==> src/rtl/boton_pkg.sv <==
// ---------------------------------------------------------------------------
// boton_pkg
// Shared definitions for the button event path: the press-decoder state
// encoding and the default timing constants.
// The debouncer instantiation sites reuse these defaults, so a board-level
// retiming is a single edit here.
// Contents:
//   estado_t            - decoder FSM states (IDLE, PRESSED, LONG_HELD)
//   LONG_TIME_DEF       - cycles to a long press (1 s at 50 MHz)
//   REPEAT_TIME_DEF     - cycles between auto-repeats (250 ms at 50 MHz)
//   CNT_W_DEF           - counter width that covers both defaults
//   cnt_w_suficiente()  - true when a counter width can hold both limits
// ---------------------------------------------------------------------------
package boton_pkg;

  typedef enum logic [1:0] {
    IDLE      = 2'd0,
    PRESSED   = 2'd1,
    LONG_HELD = 2'd2
  } estado_t;

  localparam int unsigned LONG_TIME_DEF   = 50_000_000;
  localparam int unsigned REPEAT_TIME_DEF = 12_500_000;
  localparam int          CNT_W_DEF       = 26;

  // The counter only ever counts up to limit-1.
  // Requiring 2^cnt_w to exceed the larger limit is therefore enough to
  // guarantee it never wraps.
  function automatic bit cnt_w_suficiente(input int cnt_w,
                                          input longint unsigned long_t,
                                          input longint unsigned rep_t);
    longint unsigned mayor;
    longint unsigned capacidad;
    mayor     = (long_t > rep_t) ? long_t : rep_t;
    capacidad = (cnt_w >= 63) ? 64'hFFFF_FFFF_FFFF_FFFF : (64'd1 << cnt_w);
    return (cnt_w > 0) && (capacidad > mayor);
  endfunction

endpackage

==> src/rtl/boton_eventos_contador_umbral.sv <==
// ---------------------------------------------------------------------------
// contador_umbral
// Up-counter with synchronous clear and a terminal-count compare against a
// run-time limit.
// The press decoder owns no counter of its own. Instead, it drives clear
// and limit here, and uses terminal to decide when a threshold is reached.
// Ports:
//   clk       in  system clock
//   rst       in  synchronous active-high reset (count <- 0)
//   clear     in  synchronous clear (count <- 0), has priority over enable
//   enable    in  advance the count by one
//   limit     in  [CNT_W-1:0] value at which terminal asserts
//   terminal  out high while the current count equals limit
// ---------------------------------------------------------------------------
module contador_umbral #(
  parameter int CNT_W = 26
) (
  input  logic             clk,
  input  logic             rst,
  input  logic             clear,
  input  logic             enable,
  input  logic [CNT_W-1:0] limit,
  output logic             terminal
);

  logic [CNT_W-1:0] cnt;

  // Count register.
  // Reset and clear both return to zero.
  // The decoder clears before the count can reach the top of its range, so
  // no wrap handling is needed.
  always_ff @(posedge clk) begin
    if (rst || clear) begin
      cnt <= '0;
    end else if (enable) begin
      cnt <= cnt + 1'b1;
    end
  end

  // Terminal is combinational on the registered count.
  // This lets the decoder act on the same edge where the count sits at the
  // limit.
  assign terminal = (cnt == limit);

endmodule

==> src/rtl/boton_eventos.sv <==
// ---------------------------------------------------------------------------
// boton_eventos
// Press-event decoder at the end of the button chain.
// It turns a clean, synchronous button level into single-cycle events for
// the UI logic: press, short release, long press and auto-repeat. It also
// provides a held level while a press is in progress.
// Parameters:
//   LONG_TIME    cycles high after the press before pulse_long (>= 2)
//   REPEAT_TIME  cycles between pulse_repeat while long-held (0 = off, else >= 2)
//   CNT_W        counter width, 2^CNT_W > max(LONG_TIME, REPEAT_TIME)
// Ports:
//   clk           in  system clock
//   rst           in  synchronous active-high reset
//   btn_in        in  debounced level, 1 = pressed, already synchronous to clk
//   pulse_press   out one-cycle pulse on a new press
//   pulse_short   out one-cycle pulse on a release before the long threshold
//   pulse_long    out one-cycle pulse when the long threshold is reached
//   pulse_repeat  out one-cycle pulse every REPEAT_TIME cycles while long-held
//   held          out level, high while a press is being tracked
// All outputs are registered.
// btn_in is sampled directly, so it must never come from an asynchronous
// source.
// ---------------------------------------------------------------------------
module boton_eventos
  import boton_pkg::*;
#(
  parameter int unsigned LONG_TIME   = LONG_TIME_DEF,
  parameter int unsigned REPEAT_TIME = REPEAT_TIME_DEF,
  parameter int          CNT_W       = CNT_W_DEF
) (
  input  logic clk,
  input  logic rst,
  input  logic btn_in,
  output logic pulse_press,
  output logic pulse_short,
  output logic pulse_long,
  output logic pulse_repeat,
  output logic held
);

  // Reject parameter sets that would break the timing guarantees.
  // A zero-length long threshold, a one-cycle repeat period, or a counter
  // too narrow to reach its limit would all misbehave silently, so they are
  // refused at elaboration.
  if (LONG_TIME < 2) begin : g_chk_long
    $error("boton_eventos: LONG_TIME must be at least 2");
  end
  if (REPEAT_TIME == 1) begin : g_chk_repeat
    $error("boton_eventos: REPEAT_TIME must be 0 or at least 2");
  end
  if (!cnt_w_suficiente(CNT_W, longint'(LONG_TIME), longint'(REPEAT_TIME))) begin : g_chk_width
    $error("boton_eventos: CNT_W too narrow for LONG_TIME/REPEAT_TIME");
  end

  localparam logic [CNT_W-1:0] LIM_LONG = CNT_W'(LONG_TIME - 1);
  localparam logic [CNT_W-1:0] LIM_REP  =
    (REPEAT_TIME == 0) ? '0 : CNT_W'(REPEAT_TIME - 1);

  estado_t          state;
  estado_t          state_next;
  logic             press_next;
  logic             short_next;
  logic             long_next;
  logic             repeat_next;
  logic             held_next;
  logic             cnt_clear;
  logic             cnt_enable;
  logic [CNT_W-1:0] cnt_limit;
  logic             cnt_terminal;

  // The count is shared between the long-press wait and the repeat period.
  // Only the limit changes with the state.
  assign cnt_limit = (state == LONG_HELD) ? LIM_REP : LIM_LONG;

  contador_umbral #(
    .CNT_W (CNT_W)
  ) u_contador (
    .clk      (clk),
    .rst      (rst),
    .clear    (cnt_clear),
    .enable   (cnt_enable),
    .limit    (cnt_limit),
    .terminal (cnt_terminal)
  );

  // Next state, next outputs and counter control.
  // The counter is cleared by default, so every transition and every idle
  // cycle restarts it from zero.
  // It only advances while waiting inside PRESSED or LONG_HELD.
  // Release is tested before the threshold, so a release on the threshold
  // edge gives pulse_short and never pulse_long.
  always_comb begin
    state_next  = state;
    press_next  = 1'b0;
    short_next  = 1'b0;
    long_next   = 1'b0;
    repeat_next = 1'b0;
    cnt_clear   = 1'b1;
    cnt_enable  = 1'b0;

    unique case (state)
      IDLE: begin
        if (btn_in) begin
          state_next = PRESSED;
          press_next = 1'b1;
        end
      end

      PRESSED: begin
        if (!btn_in) begin
          state_next = IDLE;
          short_next = 1'b1;
        end else if (cnt_terminal) begin
          state_next = LONG_HELD;
          long_next  = 1'b1;
        end else begin
          cnt_clear  = 1'b0;
          cnt_enable = 1'b1;
        end
      end

      LONG_HELD: begin
        // A long press ends silently.
        // The long event was already reported, so there is no short
        // release here.
        if (!btn_in) begin
          state_next = IDLE;
        end else if (REPEAT_TIME == 0) begin
          cnt_clear = 1'b1;
        end else if (cnt_terminal) begin
          repeat_next = 1'b1;
        end else begin
          cnt_clear  = 1'b0;
          cnt_enable = 1'b1;
        end
      end

      default: begin
        state_next = IDLE;
      end
    endcase

    held_next = (state_next != IDLE);
  end

  // State and output registers.
  // Reset overrides any transition decided in the same cycle.
  // If the button is still down afterwards, the next edge sees it from IDLE
  // and issues a fresh press.
  always_ff @(posedge clk) begin
    if (rst) begin
      state        <= IDLE;
      pulse_press  <= 1'b0;
      pulse_short  <= 1'b0;
      pulse_long   <= 1'b0;
      pulse_repeat <= 1'b0;
      held         <= 1'b0;
    end else begin
      state        <= state_next;
      pulse_press  <= press_next;
      pulse_short  <= short_next;
      pulse_long   <= long_next;
      pulse_repeat <= repeat_next;
      held         <= held_next;
    end
  end

endmodule

==> config.mk <==
export PLATFORM = sky130hd
export DESIGN_NAME = boton_eventos
export DESIGN_NICKNAME = d
export VERILOG_FILES = /design/src/rtl/boton_pkg.sv /design/src/rtl/boton_eventos_contador_umbral.sv /design/src/rtl/boton_eventos.sv
export SDC_FILE = /design/constraint.sdc
export NUM_CORES = 1
export LEC_CHECK = 0
export ABC_AREA = 1
export ABC_CLOCK_PERIOD_IN_PS = 2250
export CAP_MARGIN = 20
export CORE_MARGIN = 4
export CORE_UTILIZATION = 43
export CTS_CLUSTER_SIZE = 40
export DETAILED_ROUTE_END_ITERATION = 10
export GPL_ROUTABILITY_DRIVEN = 1
export PLACE_DENSITY = 0.62
export SYNTH_ARGS = -nofsm -noshare
export SYNTH_HDL_FRONTEND = slang
export SYNTH_SLANG_ARGS = --single-unit
==> constraint.sdc <==
create_clock -name clk -period 2.25 [get_ports clk]
set_clock_uncertainty 0.05 [all_clocks]
set_input_delay 0.225 -clock clk [delete_from_list [all_inputs] [get_ports clk]]
set_output_delay 0.225 -clock clk [all_outputs]
set_load 0.01 [all_outputs]
; Word-level counts from Yosys, hierarchy flattened
; Index checks and enable logic that the tools add are counted.
[op_classes]
add_sub_neg = 1
eq_ne = 3
mux = 15
n_bitwise = 3
reduce_logical = 7
[op_table]
columns = cell, n
row1 = adder 26 x 1 -> 26 bit (second input constant), 1
row2 = == test 26 bit, 1
row3 = two-way mux 26 bit, 1
row4 = two-way mux 1 bit, 9
row5 = two-way mux 2 bit, 4
row6 = OR reduction 2 bit, 4
row7 = case mux 2 bit (3 select lines), 1
row8 = NOT 1 bit, 3
row9 = == test 2 x 1 -> 1 bit (second input constant), 1
row10 = == test 2 bit (second input constant), 1
row11 = logical NOT 2 bit, 1
row12 = nonzero test 2 bit, 1
row13 = logical OR 1 bit, 1
[word_totals]
register_bits = 33
in_bits = 3
output_inout_bits = 5
word_cells = 36

; Longest topological paths before layout
; Gate-level depths: netlist of run 1.
[logic_depth]
depth_word = 7
depth_mapped = 15
ltp_nobuf = 15

; Modules after synthesis
; A second synthesis of run 1 with hierarchy kept.
[hier_totals]
cells_unflattened = 326
hier_area_um2 = 2138.3
[modules_own_cells]
columns = mod, instances, cells_each, area_per_inst_um2
row1 = contador_umbral, 1, 278, 1779.2
row2 = boton_eventos, 1, 48, 359.1

; Least setup slack after synthesis of run 1
; No wires, ideal clock.
[synth_timing]
kind = flip-flop to flip-flop
startpoint = register u_contador.cnt[0]
endpoint = register u_contador.cnt[20]
arrival_time_ns = 1.485
required_time_ns = 2.085
setup_slack_ns = 0.601
path_stages_with_launch = 10
path_buffers = 0
synth_period_minus_slack_ns = 1.649
path_cell_list = dfxtp_1 -> ha_1 -> nand3_2 -> nor2_1 -> nand2_1 -> nor3_1 -> nand2_1 -> nor2_1 -> nor2_1 -> o21a_1
[synth_via]
elab_chain_len = 5
word_cells_on_any_way = 9
classes_between = add/sub: 1 / eq/ne: 1 / mux: 6 / reduce/logical: 1
[synth_lines]
columns = item, line_no
row1 = "start, declared", boton_eventos_contador_umbral.sv:26  ; logic [CNT_W-1:0] cnt;
row2 = "start signal, assigned", boton_eventos_contador_umbral.sv:36  ; cnt <= cnt + 1'b1;
row3 = "parallel branches: the longest is 5 deep, another holds adder 26 x 1 -> 26 bit", --
; Several ways; the timed one is not identified.
; A chain may end at the register's enable or synchronous reset.

; Final worst setup path of run 1
[layout_timing]
startpoint = register state[0]
endpoint = register u_contador.cnt[11]
[layout_via]
elab_chain_len = 7
word_cells_on_any_way = 12
classes_between = eq/ne: 3 / mux: 7 / reduce/logical: 2
[layout_lines]
columns = item, line_no
row1 = "start, declared", boton_eventos.sv:59  ; estado_t state;
row2 = "start signal, assigned", boton_eventos.sv:159  ; state <= state_next;
row3 = == test 2 bit, "boton_eventos.sv:73, boton_eventos.sv:101"
row4 = two-way mux 26 bit, boton_eventos.sv:73  ; assign cnt_limit = (state == LONG_HELD) ? LIM_REP : LIM_LONG;
row5 = == test 26 bit, boton_eventos_contador_umbral.sv:43  ; assign terminal = (cnt == limit);
row6 = two-way mux 1 bit, "boton_eventos.sv:113, boton_eventos.sv:130"
row7 = two-way mux 1 bit, boton_eventos.sv:126  ; if (!btn_in) begin
row8 = two-way mux 1 bit, --
row9 = logical OR 1 bit, boton_eventos_contador_umbral.sv:33  ; if (rst || clear) begin
; Parallel ways exist; a longest one is shown, timed or not.

==> results of run 1 <==
[per-stage QoR]
stage	setup WS (ns)	hold WS, ns	utilization	power [uW]	instance area [sq um]
final	0.302	0.417	0.523	1090	1970
after global routing	0.0740	0.426	0.523	1120	1970
after CTS	0.298	0.416	0.523	1100	1970
after detailed placement	0.320	0.407	0.500	648	1890
after global placement	0.383	0.399	0.500	648	1890
after floorplan	0.601	0.247	-	630	1740
[sequential cells by signal, summed over array words and instances (netlist names)]
| signal | count |
|---|---|
| pulse_repeat | 1 |
| state | 2 |
| pulse_press | 1 |
| held | 1 |
| pulse_short | 1 |
| pulse_long | 1 |
| u_contador.cnt | 26 |
[area by class of cell]
class	count	area (sq um)	share of cell area
repair buffers	11	100	0.0507
multi-input cells	184	938	0.476
flip-flops and latches	33	661	0.335
clock buffers	7	86.3	0.0438
inverters	34	128	0.0647
well taps	48	60.1	0.0304
[worst reg2reg max path, delay by kind of cell (launching register included)]
kind / cells / cell delay, ns
and+or+nand+nor: 8 / 0.73
buffers and inverters: 3 / 0.47
DFF: 1 / 0.39
adders and majority gates: 1 / 0.24
[routing by layer]
metal,global-route usage,share of wire
met1,0.234,0.51
met2,0.259,0.43
met4,0.0689,0.019
met5,0,0
met3,0.0421,0.043
[kinds of logic after synthesis]
family,share of synthesized area
and+or+nand+nor,0.411
buffers and inverters,0.0792
DFF,0.380
AOI/OAI and AO/OA,0.0584
xor gates and xnor gates,0.0353
adders and majority gates,0.0360
[path summary, 6_finish.rpt]
path                                        start                  to  slack, ns  cells after the start
worst max-delay path                     state[0]  u_contador.cnt[11]       0.30                     12
worst min-delay path            u_contador.cnt[0]   u_contador.cnt[0]       0.42                      1
worst max register to register           state[0]  u_contador.cnt[11]       0.30                     12
worst min register to register  u_contador.cnt[0]   u_contador.cnt[0]       0.42                      1
[cells in the final DEF, fill, tap and decap left out]
cell                              netlist  layout
sky130_fd_sc_hd__inv_1                 34      34
sky130_fd_sc_hd__clkdlybuf4s50_1        0       7
sky130_fd_sc_hd__nand3_1               17      17
sky130_fd_sc_hd__o21ai_0                3       3
sky130_fd_sc_hd__nor2_1                39      39
sky130_fd_sc_hd__clkbuf_8               0       6
sky130_fd_sc_hd__dfxtp_1               33      33
sky130_fd_sc_hd__o31ai_1                1       1
sky130_fd_sc_hd__clkbuf_1               0       1
sky130_fd_sc_hd__nor4_1                 4       4
sky130_fd_sc_hd__nor3b_1                2       2
sky130_fd_sc_hd__xor2_1                 4       4
sky130_fd_sc_hd__buf_4                  0       4
sky130_fd_sc_hd__xnor2_1                3       3
sky130_fd_sc_hd__a31oi_1                1       1
sky130_fd_sc_hd__nor3_4                 2       2
sky130_fd_sc_hd__nor3_1                 9       9
sky130_fd_sc_hd__or2_0                  1       1
sky130_fd_sc_hd__nand4_1                8       8
sky130_fd_sc_hd__nand3_2                2       2
sky130_fd_sc_hd__a21oi_1               13      13
sky130_fd_sc_hd__nand2_1               62      62
sky130_fd_sc_hd__o21a_1                 1       1
sky130_fd_sc_hd__nor3b_2                1       1
sky130_fd_sc_hd__nor2_4                 1       1
sky130_fd_sc_hd__or2_2                  4       4
sky130_fd_sc_hd__nand2_2                1       1
sky130_fd_sc_hd__ha_1                   5       5
[report_power, final]
group | internal [uW] | switching [uW] | total [uW]
clock | 243 | 214 | 456
combinational | 18.2 | 23.1 | 41.3
sequential | 590 | 3.46 | 593
total | 851 | 240 | 1090
==> impl_metrics.ini, run 1 <==
[floorplan]
floorplan.initialDensity = 0.461
dieArea_sq_mm = 0.00512
placement_rows = 22
core_sq_mm = 0.00377
num_io_pins = 8
die-height_um = 71.6
die-width_um = 71.6

[worst_setup_path]
worst-endpoint-required_ns = 2.41
critPathArrivalTime_ns = 2.11
crit_path_cell_trace = inv_1 > ha_1 > inv_1 > nor2_1 > nand2_1 > nand2_1 > nand2_1 > nor2_1 > nand2_1 > nand3_2 > buf_4 > nor3_1
crit_family = simple AND/OR/NAND/NOR gates
worst-path-max-fanout = 12
critPathKind = reg -> reg
start_kind = flip-flop
critical_path.most_common_cell = sky130_fd_sc_hd__nand2_1
worstPathBufferInverterCount = 3
critical-path-slowest-cell = sky130_fd_sc_hd__dfxtp_1
timing.critical_path.to_type = flip-flop
critical_path.max_stage_delay_ns = 0.39

[yosys]
avgSynthCellArea_sq_um = 6.86
netlist_area_sq_mm = 0.00174
synth-seq-cells = 33
synth.area.top_cells = sky130_fd_sc_hd__dfxtp_1, sky130_fd_sc_hd__nand2_1, sky130_fd_sc_hd__nor2_1, sky130_fd_sc_hd__inv_1, sky130_fd_sc_hd__nand3_1
netlist.top_cell.by_area = sky130_fd_sc_hd__dfxtp_1
synthMostInstantiatedCell = sky130_fd_sc_hd__nand2_1
synth.net_count = 261
synth_enable_flop_cells = 0
post_synth_inst_count = 253
ys_dominant_reg_cell = sky130_fd_sc_hd__dfxtp_1
postSynth.asyncResetShare = 0
number_of_warnings_printed_during_yosys_synthesis = 0
synth.lib_cells_used.distinct = 25
synth_seq_area_share = 0.380
netlist_top_cells_count = sky130_fd_sc_hd__nand2_1, sky130_fd_sc_hd__nor2_1, sky130_fd_sc_hd__inv_1
synth_top_cell_area_share = 0.380

[drt]
post_drt_wl_per_cell_um = 12.6
drt_iter0_drc = 113
first_pass_iters = 4
drt-vias-per-instance = 5.02
antenna_left = 0
drc_errors = 0
routed_wl_um = 4000
num_vias = 1592

[grt]
grt_antenna_before_repair = 0
largest_net_degree_at_the_start_of_global_routing = 13
grt_first_pass_wirelength_um = 6860
track_usage = 0.172
global_route.overflow_total = 0
first_global_vias = 1505

[final_layout]
layoutNonFillerInstCount = 317
filler_cells_inserted = 382
insertedDiodeCount = 0
post_route_cells_drive_above_1_share = 0.0781
num-nets-final = 277
syn_to_final_growth_pct = 13.6

[clocking]
clkSlewWorstSetupHoldPaths_ns = 0.06
cts.sinks = 33
cts_setup_buffers = 0
cts_tree = built
clock_latency_on_the_worst_skew_pair_ns = 0.29
cts.root.buffer_cell = sky130_fd_sc_hd__clkbuf_8
post_cts_resize_count = 0
cts-buffers-inserted = 5
clock_tree.htree_level_count = 2
ctsLongestPathBuffers = 2
ctsHoldBuffers = 0

[run]
max_cap_violations = 0

[timing]
final-setup-viol-count = 0
tightestPinTransition_ns = 0.537
fmaxAchievable_mhz = 513
grt_setup_unrepaired = no
worst_slew_margin_rel = 0.639
final.min_clock_period_ns = 1.95
timing.final.crit_share = 0.866
finalMaxSlewViolations = 0
hold_viol_final = 0
setup-tns-final_ns = 0

[place]
io_buffer_count = 7
gp_congestion = 0.848
dp_cells = 310
post-dp-hpwl_um = 3040

[outcome]
status = finished, final reports clean

[worst_hold_path]
hp-class = reg -> reg

[pwr]
power_density_mw_per_mm2 = 553
leakage_uw = 0.000738
vdd_drop_max_mv = 0.293
No activity file was read; power rests on OpenSTA's default activity.
==> run 2, diff against run 1 <==
--- a/config.mk
+++ b/config.mk
@@ -13,6 +13,7 @@
 export CTS_CLUSTER_SIZE = 40
 export DETAILED_ROUTE_END_ITERATION = 10
 export GPL_ROUTABILITY_DRIVEN = 1
+export GPL_TIMING_DRIVEN = 0
 export PLACE_DENSITY = 0.62
 export SYNTH_ARGS = -nofsm -noshare
 export SYNTH_HDL_FRONTEND = slang
==> run 2 against run 1 <==
Compared with the run above:
- sequential share of layout area fell by 0.17 points
- fmax fell by 6.7%
- final cell count fell by 0.32%
- via count fell by 2.4%
- cell area rose by 0.51%
- largest power group unchanged
- sequential power barely moved
- combinational power fell by 1%
- clock-buffer cell count did not move
- critical path depth fell by 3
- non-clock buffer count fell by 2
- critical endpoint is now u_contador.cnt[20]
- utilization rose by 0.27 points
- largest cell class unchanged
- register-to-register slack got worse by 0.14 ns
==> impl_metrics.ini, run 2 (same netlist as run 1, synthesis figures left out) <==
[worst_hold_path]
min_delay_worst_endpoint = u_contador.cnt[0]
hp-class = reg -> reg
hold_path.startpoint = u_contador.cnt[0]
hold_path_depth = 1

[pwr]
power_density_mw_per_mm2 = 610
vdd_drop_max_mv = 0.304
power.clock.fraction = 0.476
seq_power_share = 0.490
cell_internal_pwr_uw = 968
power.switching_uw = 243
p_total_uw = 1210
leakage_uw = 0.000737
power.combinational.fraction = 0.034
netSwitchingFraction = 0.200

[timing]
finalMaxSlewViolations = 0
fmaxAchievable_mhz = 479
grt_setup_unrepaired = no
final.min_clock_period_ns = 2.09
hold_viol_final = 0
setup-tns-final_ns = 0
tightestPinTransition_ns = 0.638
final-setup-viol-count = 0
worst_slew_margin_rel = 0.570
timing.final.crit_share = 0.928

[final_layout]
syn_to_final_growth_pct = 14.2
num-nets-final = 275
final_common_cell = sky130_fd_sc_hd__nand2_1
most_flops_register = u_contador.cnt
biggestRegsByFlops = u_contador.cnt x26, state x2
layoutNonFillerInstCount = 316
insertedDiodeCount = 0
post_route_cells_drive_above_1_share = 0.0746
final_cell_mix = sky130_fd_sc_hd__nand2_1, sky130_fd_sc_hd__nor2_1, sky130_fd_sc_hd__inv_1
largest_register_ff_count = 26

[worst_setup_path]
worst-path-max-fanout = 4
r2r_cells = 9
timing.critical_path.to_type = flip-flop
crit_path_cell_trace = ha_1 > nand3_2 > nor2_1 > nand2_1 > nor3_1 > nand2_1 > nor2_1 > nor2_1 > o21a_1
critical-path-slowest-cell = sky130_fd_sc_hd__dfxtp_1
critical_path.max_stage_delay_ns = 0.39
r2r_end = u_contador.cnt[20]
reg2reg_setup_slack_ns = 0.16
worst-endpoint-required_ns = 2.38
critPathKind = reg -> reg
critPathArrivalTime_ns = 2.21
start_kind = flip-flop
critical_path.most_common_cell = sky130_fd_sc_hd__nor2_1
worstReg2RegStart = u_contador.cnt[0]

[drt]
drc_errors = 0
antenna_left = 0
drt-vias-per-instance = 4.92
post_drt_wl_per_cell_um = 12.4
routed_wl_um = 3930
drt_iter0_drc = 112
num_vias = 1554
first_pass_iters = 5

[grt]
grt_antenna_before_repair = 0
grt_first_pass_wirelength_um = 6910
global_route.overflow_total = 0
largest_net_degree_at_the_start_of_global_routing = 11
first_global_vias = 1458
track_usage = 0.172

[clocking]
ctsHoldBuffers = 0
post_cts_resize_count = 0
clock_tree.htree_level_count = 2
cts_tree = built
clock_latency_on_the_worst_skew_pair_ns = 0.28
cts-buffers-inserted = 5
clkSlewWorstSetupHoldPaths_ns = 0.07
cts.sinks = 33
ctsLongestPathBuffers = 2
cts_setup_buffers = 0
cts.root.buffer_cell = sky130_fd_sc_hd__clkbuf_8

[floorplan]
placement_rows = 22
die-height_um = 71.6
die-width_um = 71.6
core_sq_mm = 0.00377
floorplan.initialDensity = 0.461
dieArea_sq_mm = 0.00512
num_io_pins = 8

[place]
gp_congestion = 0.909
io_buffer_count = 7
post-dp-hpwl_um = 3090
dp_cells = 308

[outcome]
status = finished, final reports clean

[run]
max_cap_violations = 0
## run 2: changes by cell type in the layout (fill, tap and decap cells not counted), sizes merged
cell / delta
buf: -2
bufinv: +1
## run 2: critical path: cells and delay by family (launching register included)
kind	cells	cell delay (ns)
AND/OR/NAND/NOR	7	1.22
adder cells (fa/ha/maj)	1	0.24
flip-flops	1	0.39
AO/OA/AOI/OAI	1	0.10
## run 2: cell type report
class,count,area (sq um)
buffer,2,10.0
clock buffer,7,86.3
clock inverter,1,30.0
fill,365,1790
inverter,34,128
multi-input combinational,184,938
sequential,33,661
tap,48,60.1
timing repair buffer,7,70.1
## run 2: how the worst max path moves through the flow
stage,depth (start not counted),slack [ns],endpoint,from
floorplan,9,0.60,u_contador.cnt[20],u_contador.cnt[0]
global placement,9,0.20,u_contador.cnt[20],u_contador.cnt[0]
detailed placement,9,0.20,u_contador.cnt[20],u_contador.cnt[0]
CTS,9,0.17,u_contador.cnt[20],u_contador.cnt[0]
global route,9,0.002,u_contador.cnt[20],u_contador.cnt[0]
finish,9,0.16,u_contador.cnt[20],u_contador.cnt[0]
## run 2: routing by layer
| layer | routed length, um | GRT usage | part of all wire | vias up |
|---|---|---|---|---|
| met5 | 0 | 0 | 0 | - |
| met2 | 1710 | 0.254 | 0.43 | 30 |
| met4 | 22 | 0.0459 | 0.0056 | 0 |
| met1 | 1990 | 0.245 | 0.51 | 680 |
| met3 | 214 | 0.0491 | 0.054 | 2 |
| li1 | - | - | - | 842 |
## run 2: per-stage QoR
| stage | cell area (sq um) | utilization | hold slack [ns] | setup WS, ns |
|---|---|---|---|---|
| after floorplan | 1740 | - | 0.247 | 0.601 |
| after global placement | 1870 | 0.495 | 0.402 | 0.202 |
| after detailed placement | 1870 | 0.495 | 0.409 | 0.199 |
| after CTS | 1980 | 0.526 | 0.426 | 0.174 |
| after global routing | 1980 | 0.526 | 0.435 | 0.00164 |
| final | 1980 | 0.526 | 0.427 | 0.162 |
## run 2: power by group through the flow
| stage | Sequential [uW] | Clock (uW) | Combinational (uW) |
|---|---|---|---|
| global placement | 606 | 0 | 41.3 |
| CTS | 593 | 590 | 41.4 |
| global route | 594 | 614 | 46.5 |
| finish | 593 | 577 | 40.8 |
| floorplan | 608 | 0 | 22.1 |
| detailed placement | 607 | 0 | 41.2 |
